--- src/rtl/ctr_stream_cipher_pkg.sv ---
// ---------------------------------------------------------------------------
// ctr_stream_cipher_pkg
// Shared types and helpers for the multi-channel counter-mode stream cipher.
//   byte_t       : 8-bit data / counter-block type
//   REUSE_LIMIT  : bytes of keystream a channel may consume per key load
//   lane_cb()    : counter block value seen by byte lane i, modulo 256
// ---------------------------------------------------------------------------
package ctr_stream_cipher_pkg;

  typedef logic [7:0] byte_t;

  localparam int unsigned REUSE_LIMIT = 256;

  function automatic byte_t lane_cb(input byte_t cb, input int unsigned i);
    return byte_t'(32'(cb) + i);
  endfunction

endpackage

--- src/rtl/ctr_stream_cipher_sbox.sv ---
// ---------------------------------------------------------------------------
// sbox
// Combinational AES byte substitution: multiplicative inverse in GF(2^8)
// (polynomial 0x11B, inverse of 0 is 0) followed by the AES affine map.
// Ports:
//   in_byte  in  8 : byte to substitute
//   out_byte out 8 : substituted byte
// ---------------------------------------------------------------------------
module sbox (
  input  logic [7:0] in_byte,
  output logic [7:0] out_byte
);

  function automatic logic [7:0] gf_mul(input logic [7:0] a, input logic [7:0] b);
    logic [7:0] p;
    logic [7:0] aa;
    logic       hi;
    p  = '0;
    aa = a;
    for (int unsigned i = 0; i < 8; i++) begin
      if (b[i]) p = p ^ aa;
      hi = aa[7];
      aa = {aa[6:0], 1'b0};
      if (hi) aa = aa ^ 8'h1b;
    end
    return p;
  endfunction

  logic [7:0] inv;
  logic [7:0] sq;

  // x^254 == x^-1 for x != 0, and yields 0 for x == 0.
  always_comb begin
    sq  = in_byte;
    inv = 8'h01;
    for (int unsigned k = 1; k < 8; k++) begin
      sq  = gf_mul(sq, sq);
      inv = gf_mul(inv, sq);
    end
    out_byte = inv ^ {inv[6:0], inv[7]} ^ {inv[5:0], inv[7:6]}
             ^ {inv[4:0], inv[7:5]} ^ {inv[3:0], inv[7:4]} ^ 8'h63;
  end

endmodule

--- src/rtl/ctr_stream_cipher.sv ---
// ---------------------------------------------------------------------------
// ctr_stream_cipher
// Multi-channel counter-mode stream cipher. Each channel keeps an 8-bit
// counter block loaded from a key; byte i of a beat is XORed with
// sbox(cb + i) and the counter then advances by the beat length.
// One-cycle latency, registered output, full valid/ready backpressure.
//
// Parameters: DATA_BYTES (lanes per beat), NUM_CH (channels).
// Ports:
//   clk, rst              : clock, asynchronous active-high reset
//   key_in/key_ch/key     : load key into channel key_ch (priority over data)
//   din_valid/din_ready   : input handshake (din_ready is combinational)
//   din_ch/din_len/din_data : input channel, byte count, plaintext
//   dout_valid/dout_ready : output handshake
//   dout_ch/dout_len/dout_data : channel echo, length echo, ciphertext
//   ks_reuse              : sticky per-channel keystream-reuse flags
// Build option: CTR_STREAM_CIPHER_REUSE_DET_EN enables per-channel byte
// counting and the ks_reuse flags; otherwise ks_reuse is tied to 0.
// ---------------------------------------------------------------------------
module ctr_stream_cipher
  import ctr_stream_cipher_pkg::*;
#(
  parameter  int unsigned DATA_BYTES = 4,
  parameter  int unsigned NUM_CH     = 4,
  localparam int unsigned CH_W       = (NUM_CH > 1) ? $clog2(NUM_CH) : 1,
  localparam int unsigned LEN_W      = $clog2(DATA_BYTES + 1)
) (
  input  logic                    clk,
  input  logic                    rst,
  input  logic                    key_in,
  input  logic [CH_W-1:0]         key_ch,
  input  logic [7:0]              key,
  input  logic                    din_valid,
  output logic                    din_ready,
  input  logic [CH_W-1:0]         din_ch,
  input  logic [LEN_W-1:0]        din_len,
  input  logic [8*DATA_BYTES-1:0] din_data,
  output logic                    dout_valid,
  input  logic                    dout_ready,
  output logic [CH_W-1:0]         dout_ch,
  output logic [LEN_W-1:0]        dout_len,
  output logic [8*DATA_BYTES-1:0] dout_data,
  output logic [NUM_CH-1:0]       ks_reuse
);

  byte_t                   cb_q [NUM_CH];
  byte_t                   cur_cb;
  logic [NUM_CH-1:0]       key_sel;
  logic [NUM_CH-1:0]       din_sel;
  logic                    ch_ok;
  logic                    len_ok;
  logic                    beat_fire;
  logic                    beat_ok;
  byte_t                   lane_in [DATA_BYTES];
  byte_t                   ks      [DATA_BYTES];
  logic [8*DATA_BYTES-1:0] ct;

  // Channel decode by match against every index: out-of-range selectors hit
  // nothing, so they are ignored without a separate range compare.
  always_comb begin
    key_sel = '0;
    din_sel = '0;
    cur_cb  = '0;
    for (int unsigned c = 0; c < NUM_CH; c++) begin
      key_sel[c] = key_in && (key_ch == CH_W'(c));
      din_sel[c] = (din_ch == CH_W'(c));
      if (din_ch == CH_W'(c)) cur_cb = cb_q[c];
    end
  end

  assign ch_ok     = |din_sel;
  assign len_ok    = (din_len != '0) && ({1'b0, din_len} <= (LEN_W+1)'(DATA_BYTES));
  assign din_ready = !key_in && (!dout_valid || dout_ready);
  assign beat_fire = din_valid && din_ready;
  assign beat_ok   = beat_fire && ch_ok && len_ok;

  for (genvar g = 0; g < DATA_BYTES; g++) begin : g_lane
    assign lane_in[g] = lane_cb(cur_cb, g);
    sbox u_sbox (
      .in_byte  (lane_in[g]),
      .out_byte (ks[g])
    );
  end

  always_comb begin
    ct = '0;
    for (int unsigned i = 0; i < DATA_BYTES; i++) begin
      if (32'(din_len) > i) ct[8*i +: 8] = din_data[8*i +: 8] ^ ks[i];
    end
  end

  always_ff @(posedge clk or posedge rst) begin
    if (rst) begin
      for (int unsigned c = 0; c < NUM_CH; c++) cb_q[c] <= '0;
    end else begin
      for (int unsigned c = 0; c < NUM_CH; c++) begin
        if (key_sel[c])                cb_q[c] <= key;
        else if (beat_ok && din_sel[c]) cb_q[c] <= lane_cb(cur_cb, 32'(din_len));
      end
    end
  end

  always_ff @(posedge clk or posedge rst) begin
    if (rst) begin
      dout_valid <= 1'b0;
      dout_ch    <= '0;
      dout_len   <= '0;
      dout_data  <= '0;
    end else if (beat_ok) begin
      dout_valid <= 1'b1;
      dout_ch    <= din_ch;
      dout_len   <= din_len;
      dout_data  <= ct;
    end else if (dout_ready) begin
      dout_valid <= 1'b0;
    end
  end

`ifdef CTR_STREAM_CIPHER_REUSE_DET_EN
  logic [8:0]        cnt_q [NUM_CH];
  logic [8:0]        cur_cnt;
  logic [8:0]        cnt_next;
  logic [9:0]        cnt_sum;
  logic              over;
  logic [NUM_CH-1:0] reuse_q;

  always_comb begin
    cur_cnt = '0;
    for (int unsigned c = 0; c < NUM_CH; c++) begin
      if (din_sel[c]) cur_cnt = cnt_q[c];
    end
    cnt_sum  = {1'b0, cur_cnt} + 10'(din_len);
    over     = cnt_sum > 10'(REUSE_LIMIT);
    cnt_next = over ? 9'(REUSE_LIMIT) : cnt_sum[8:0];
  end

  always_ff @(posedge clk or posedge rst) begin
    if (rst) begin
      for (int unsigned c = 0; c < NUM_CH; c++) cnt_q[c] <= '0;
      reuse_q <= '0;
    end else begin
      for (int unsigned c = 0; c < NUM_CH; c++) begin
        if (key_sel[c]) begin
          cnt_q[c]   <= '0;
          reuse_q[c] <= 1'b0;
        end else if (beat_ok && din_sel[c]) begin
          cnt_q[c] <= cnt_next;
          if (over) reuse_q[c] <= 1'b1;
        end
      end
    end
  end

  assign ks_reuse = reuse_q;
`else
  assign ks_reuse = '0;
`endif

endmodule

--- config.mk ---
export PLATFORM = sky130hd
export DESIGN_NAME = ctr_stream_cipher
export DESIGN_NICKNAME = d
export VERILOG_FILES = /design/src/rtl/ctr_stream_cipher_pkg.sv /design/src/rtl/ctr_stream_cipher_sbox.sv /design/src/rtl/ctr_stream_cipher.sv
export SDC_FILE = /design/constraint.sdc
export NUM_CORES = 2
export LEC_CHECK = 0
export CAP_MARGIN = 10
export CORE_ASPECT_RATIO = 0.8
export CORE_UTILIZATION = 33
export DETAILED_ROUTE_END_ITERATION = 8
export PLACE_DENSITY = 0.49
export RECOVER_POWER = 100
export SYNTH_ARGS = -nofsm -noshare
export SYNTH_HDL_FRONTEND = slang
export SYNTH_HIERARCHICAL = 1
export SYNTH_SLANG_ARGS = --single-unit
--- constraint.sdc ---
create_clock -name clk -period 15.85 [get_ports clk]
set_clock_uncertainty 0.15 [all_clocks]
set_input_delay 1.585 -clock clk [delete_from_list [all_inputs] [get_ports clk]]
set_output_delay 1.585 -clock clk [all_outputs]
set_load 0.02 [all_outputs]
==> metrics.cfg <==
[status]
status = finished with violations
violations = max-capacitance violations, max-slew violations, negative setup slack

[cts]
clock_latency_ns = 0.39
cts_buffer_depth = 2
clk_pin_slew_ns = 0.07
root_buffer = clkbuf_16
cts.sinks = 70
h-tree-depth = 3
cts_buffers = 9
tritoncts = done

[final_layout]
num-fill-cells = 18852
multi_input_area_um2 = 65130
nNetsFinal = 10305
drive_above_1_share_pct = 37.31
final_util_pct = 46.96
synthToLayoutAreaGrowth_pct = 41.46
stdcell_area_um2 = 91680
seqCellArea_um2 = 1752

[critical_path]
critical_path.most_common_cell = buf_4
slowest_stage = mux4_2
critPathCaptureType = flip-flop
setup.worst_path.start_class = primary input
worstPathArrival_ns = 16.12
worst-setup-path-type = in -> reg
critical-path-max-stage-delay_ns = 0.57
path_max_fanout = 7
critPathTopFamily = compound AO/OA/AOI/OAI gates
required_ns = 15.99
worstPathBufferInverterCount = 16

[routing]
dr.first_iter.drc_count = 5018
detail_route.first_pass.iterations = 6
route.detailed.wl_per_inst_um = 17.93
wirelength_um = 229400
antenna_left = 0
vias_per_cell = 5.196
post-route-drc-count = 0
routed-via-count = 66485

[flow_run]
maxCapViolCount = 1

[hold_path]
min_path_type = reg -> reg

[global_route]
grt_max_degree = 70
grt_use_total_pct = 22.35
grt_pass1_vias = 64617
overflow = 0
grt_pass1_wl_um = 363900
antenna_found_initial = 1

[placement]
placement.cell_area_um2 = 86560
place_hpwl_um = 181700
place_worst_setup_slack_ns = -1.254
gp_congestion = 0.9077
portBuffers = 90

[logic_synthesis]
synth_cells = 8138
ys_seq_area_share_pct = 2.703
netlist_area_um2 = 64800
ys_ff_latch = 70
synth.avg_cell_area_um2 = 7.963
synthFlopType = dfrtp_1
yosysWarnings = 6
synth_edf_count = 0
ys_async_sr_fraction_pct = 100.0
synth.distinct_cells = 121

[sta]
rsz0062_at_grt = yes
hold_viol_final = 0
max_freq_mhz = 62.59
max-slew-margin-rel_pct = -109.1
fin_crit_ns = 15.98
setup_ws_ns = -0.1268
fin_crit_sh_pct = 100.8
drv_slew = 48
finalSetupViolCount = 8
setup_tns_ns = -0.4891
tightestPinTransition_ns = 3.137

[floorplanning]
rows = 145
die_width_um = 497.5
die_h_um = 398.4
io_pins = 95
coreArea_um2 = 195200
dieArea_um2 = 198200
initial_core_util_pct = 33.20

-- worst paths after layout --
| check | start | to | slack [ns] | depth (start not counted) |
|---|---|---|---|---|
| max in group asynchronous | rst | cb_q[22]$_DFFE_PP0P_ | 10.36 | 3 |
| worst min-delay path | dout_data[19]$_DFFE_PP0P_ | dout_data[19]$_DFFE_PP0P_ | 0.33 | 2 |
| worst min register to register | dout_data[19]$_DFFE_PP0P_ | dout_data[19]$_DFFE_PP0P_ | 0.33 | 2 |
| min in group asynchronous | rst | dout_ch[1]$_DFFE_PP0P_ | 1.72 | 2 |
| worst max register to register | cb_q[2]$_DFFE_PP0P_ | dout_data[25]$_DFFE_PP0P_ | 0.98 | 65 |
| worst max-delay path | din_ch[0] | dout_data[25]$_DFFE_PP0P_ | -0.13 | 67 |
-- routing by layer --
| layer | track usage, % | up-vias | share of wire [%] |
|---|---|---|---|
| met5 | 0 | - | 0 |
| met4 | 4.311 | 0 | 1.4 |
| met3 | 0.9376 | 126 | 4.3 |
| met2 | 34.94 | 1704 | 44 |
| met1 | 33.88 | 32159 | 50 |
| li1 | - | 32496 | - |
-- cell usage after synthesis (all sizes together), types with 24 or more instances --
master	count	area (um^2)
o32ai	24	240.2
nor2b	82	530.5
ha	36	450.4
and3	33	226.5
or4	25	187.7
xnor2	1655	16650
mux2	56	630.6
nand4	56	350.3
a21oi	326	1695
nor2	1122	4297
and2	63	406.6
a32oi	40	350.3
nand3	187	935.9
a21o	26	195.2
o22ai	120	775.8
o211ai	48	380.4
or2	30	187.7
xnor3	400	9064
a31oi	68	450.4
nor3	226	1227
o21a	40	300.3
inv	89	334.1
a211oi	60	450.4
a211o	28	245.2
o31ai	80	600.6
nor4	56	400.4
nand2	849	3219
o21ai	318	1640
nand2b	97	606.8
clkbuf	279	1047
or3	45	281.5
xor3	60	1436
dfrtp	70	1752
buf	279	1754
xor2	432	4444
a22oi	93	738.2
mux2i	240	2502
-- flip-flops by register name, summed over array words and instances, names as in the netlist --
signal and flops:
dout_data 32, cb_q 32, dout_ch 2, dout_len 3
dout_valid 1
-- repair_timing --
action,in CTS,in global routing
pin swaps,86,174
buffers inserted,56,113
hold buffers,0,0
gates cloned,2,2
gates resized for setup,150,429
endpoints found under the hold margin,0,0
endpoints found under the setup margin,32,32
-- through the flow --
step / hold WS, ns / instances
after floorplan: 0.3145 / 8141
after global placement: 0.3129 / 12605
after detailed placement: 0.3200 / 12605
after CTS: 0.3348 / 12679
after global routing: 0.3535 / 12794
final: 0.3317 / 12796
-- cells by family after synthesis --
group,Yosys count,synth area share [%]
AO/OA/AOI/OAI,1574,16.95
XOR/XNOR,2547,48.75
adder cells (fa/ha/maj),41,0.7877
buffers and inverters,656,4.891
flip-flops,70,2.703
multiplexers,304,5.142
other,1,0.005787
AND/OR/NAND/NOR,2945,20.77
-- cells in the final DEF, fill, tap and decap left out, drive strengths merged, types with 45 or more instances in the layout --
master | Yosys | layout
nor3 | 226 | 226
nand3 | 187 | 187
nor4 | 56 | 56
mux2 | 56 | 56
a21oi | 326 | 326
o31ai | 80 | 80
a22oi | 93 | 93
xor2 | 432 | 432
nand2b | 97 | 97
a31oi | 68 | 68
nand4 | 56 | 56
nand2 | 849 | 849
mux2i | 240 | 240
xnor3 | 400 | 400
o22ai | 120 | 120
clkdlybuf4s50 | 0 | 49
dfrtp | 70 | 70
o211ai | 48 | 48
nor2 | 1122 | 1122
buf | 279 | 2529
nor2b | 82 | 82
a211oi | 60 | 60
and2 | 63 | 63
inv | 89 | 89
or3 | 45 | 45
xor3 | 60 | 60
xnor2 | 1655 | 1655
o21ai | 318 | 318
-- tightest hold or removal path, delay by kind of cell, from the launching register on --
family          cells  cell delay, ns
flops               1            0.34
simple gates        1            0.05
compound gates      1            0.05
-- cell type report --
cell class                 instances  area share, %
timing repair buffer            2622          22.76
tap                             2572          3.510
multi-input combinational       7415          71.04
sequential                        70          1.911
inverter                          98         0.4081
clock buffer                      10         0.2607
antenna                            3       0.008189
clock inverter                     6         0.1024
Power is not shown: default switching activity piles up to over one toggle a cycle in this logic, so the estimate is an artifact.
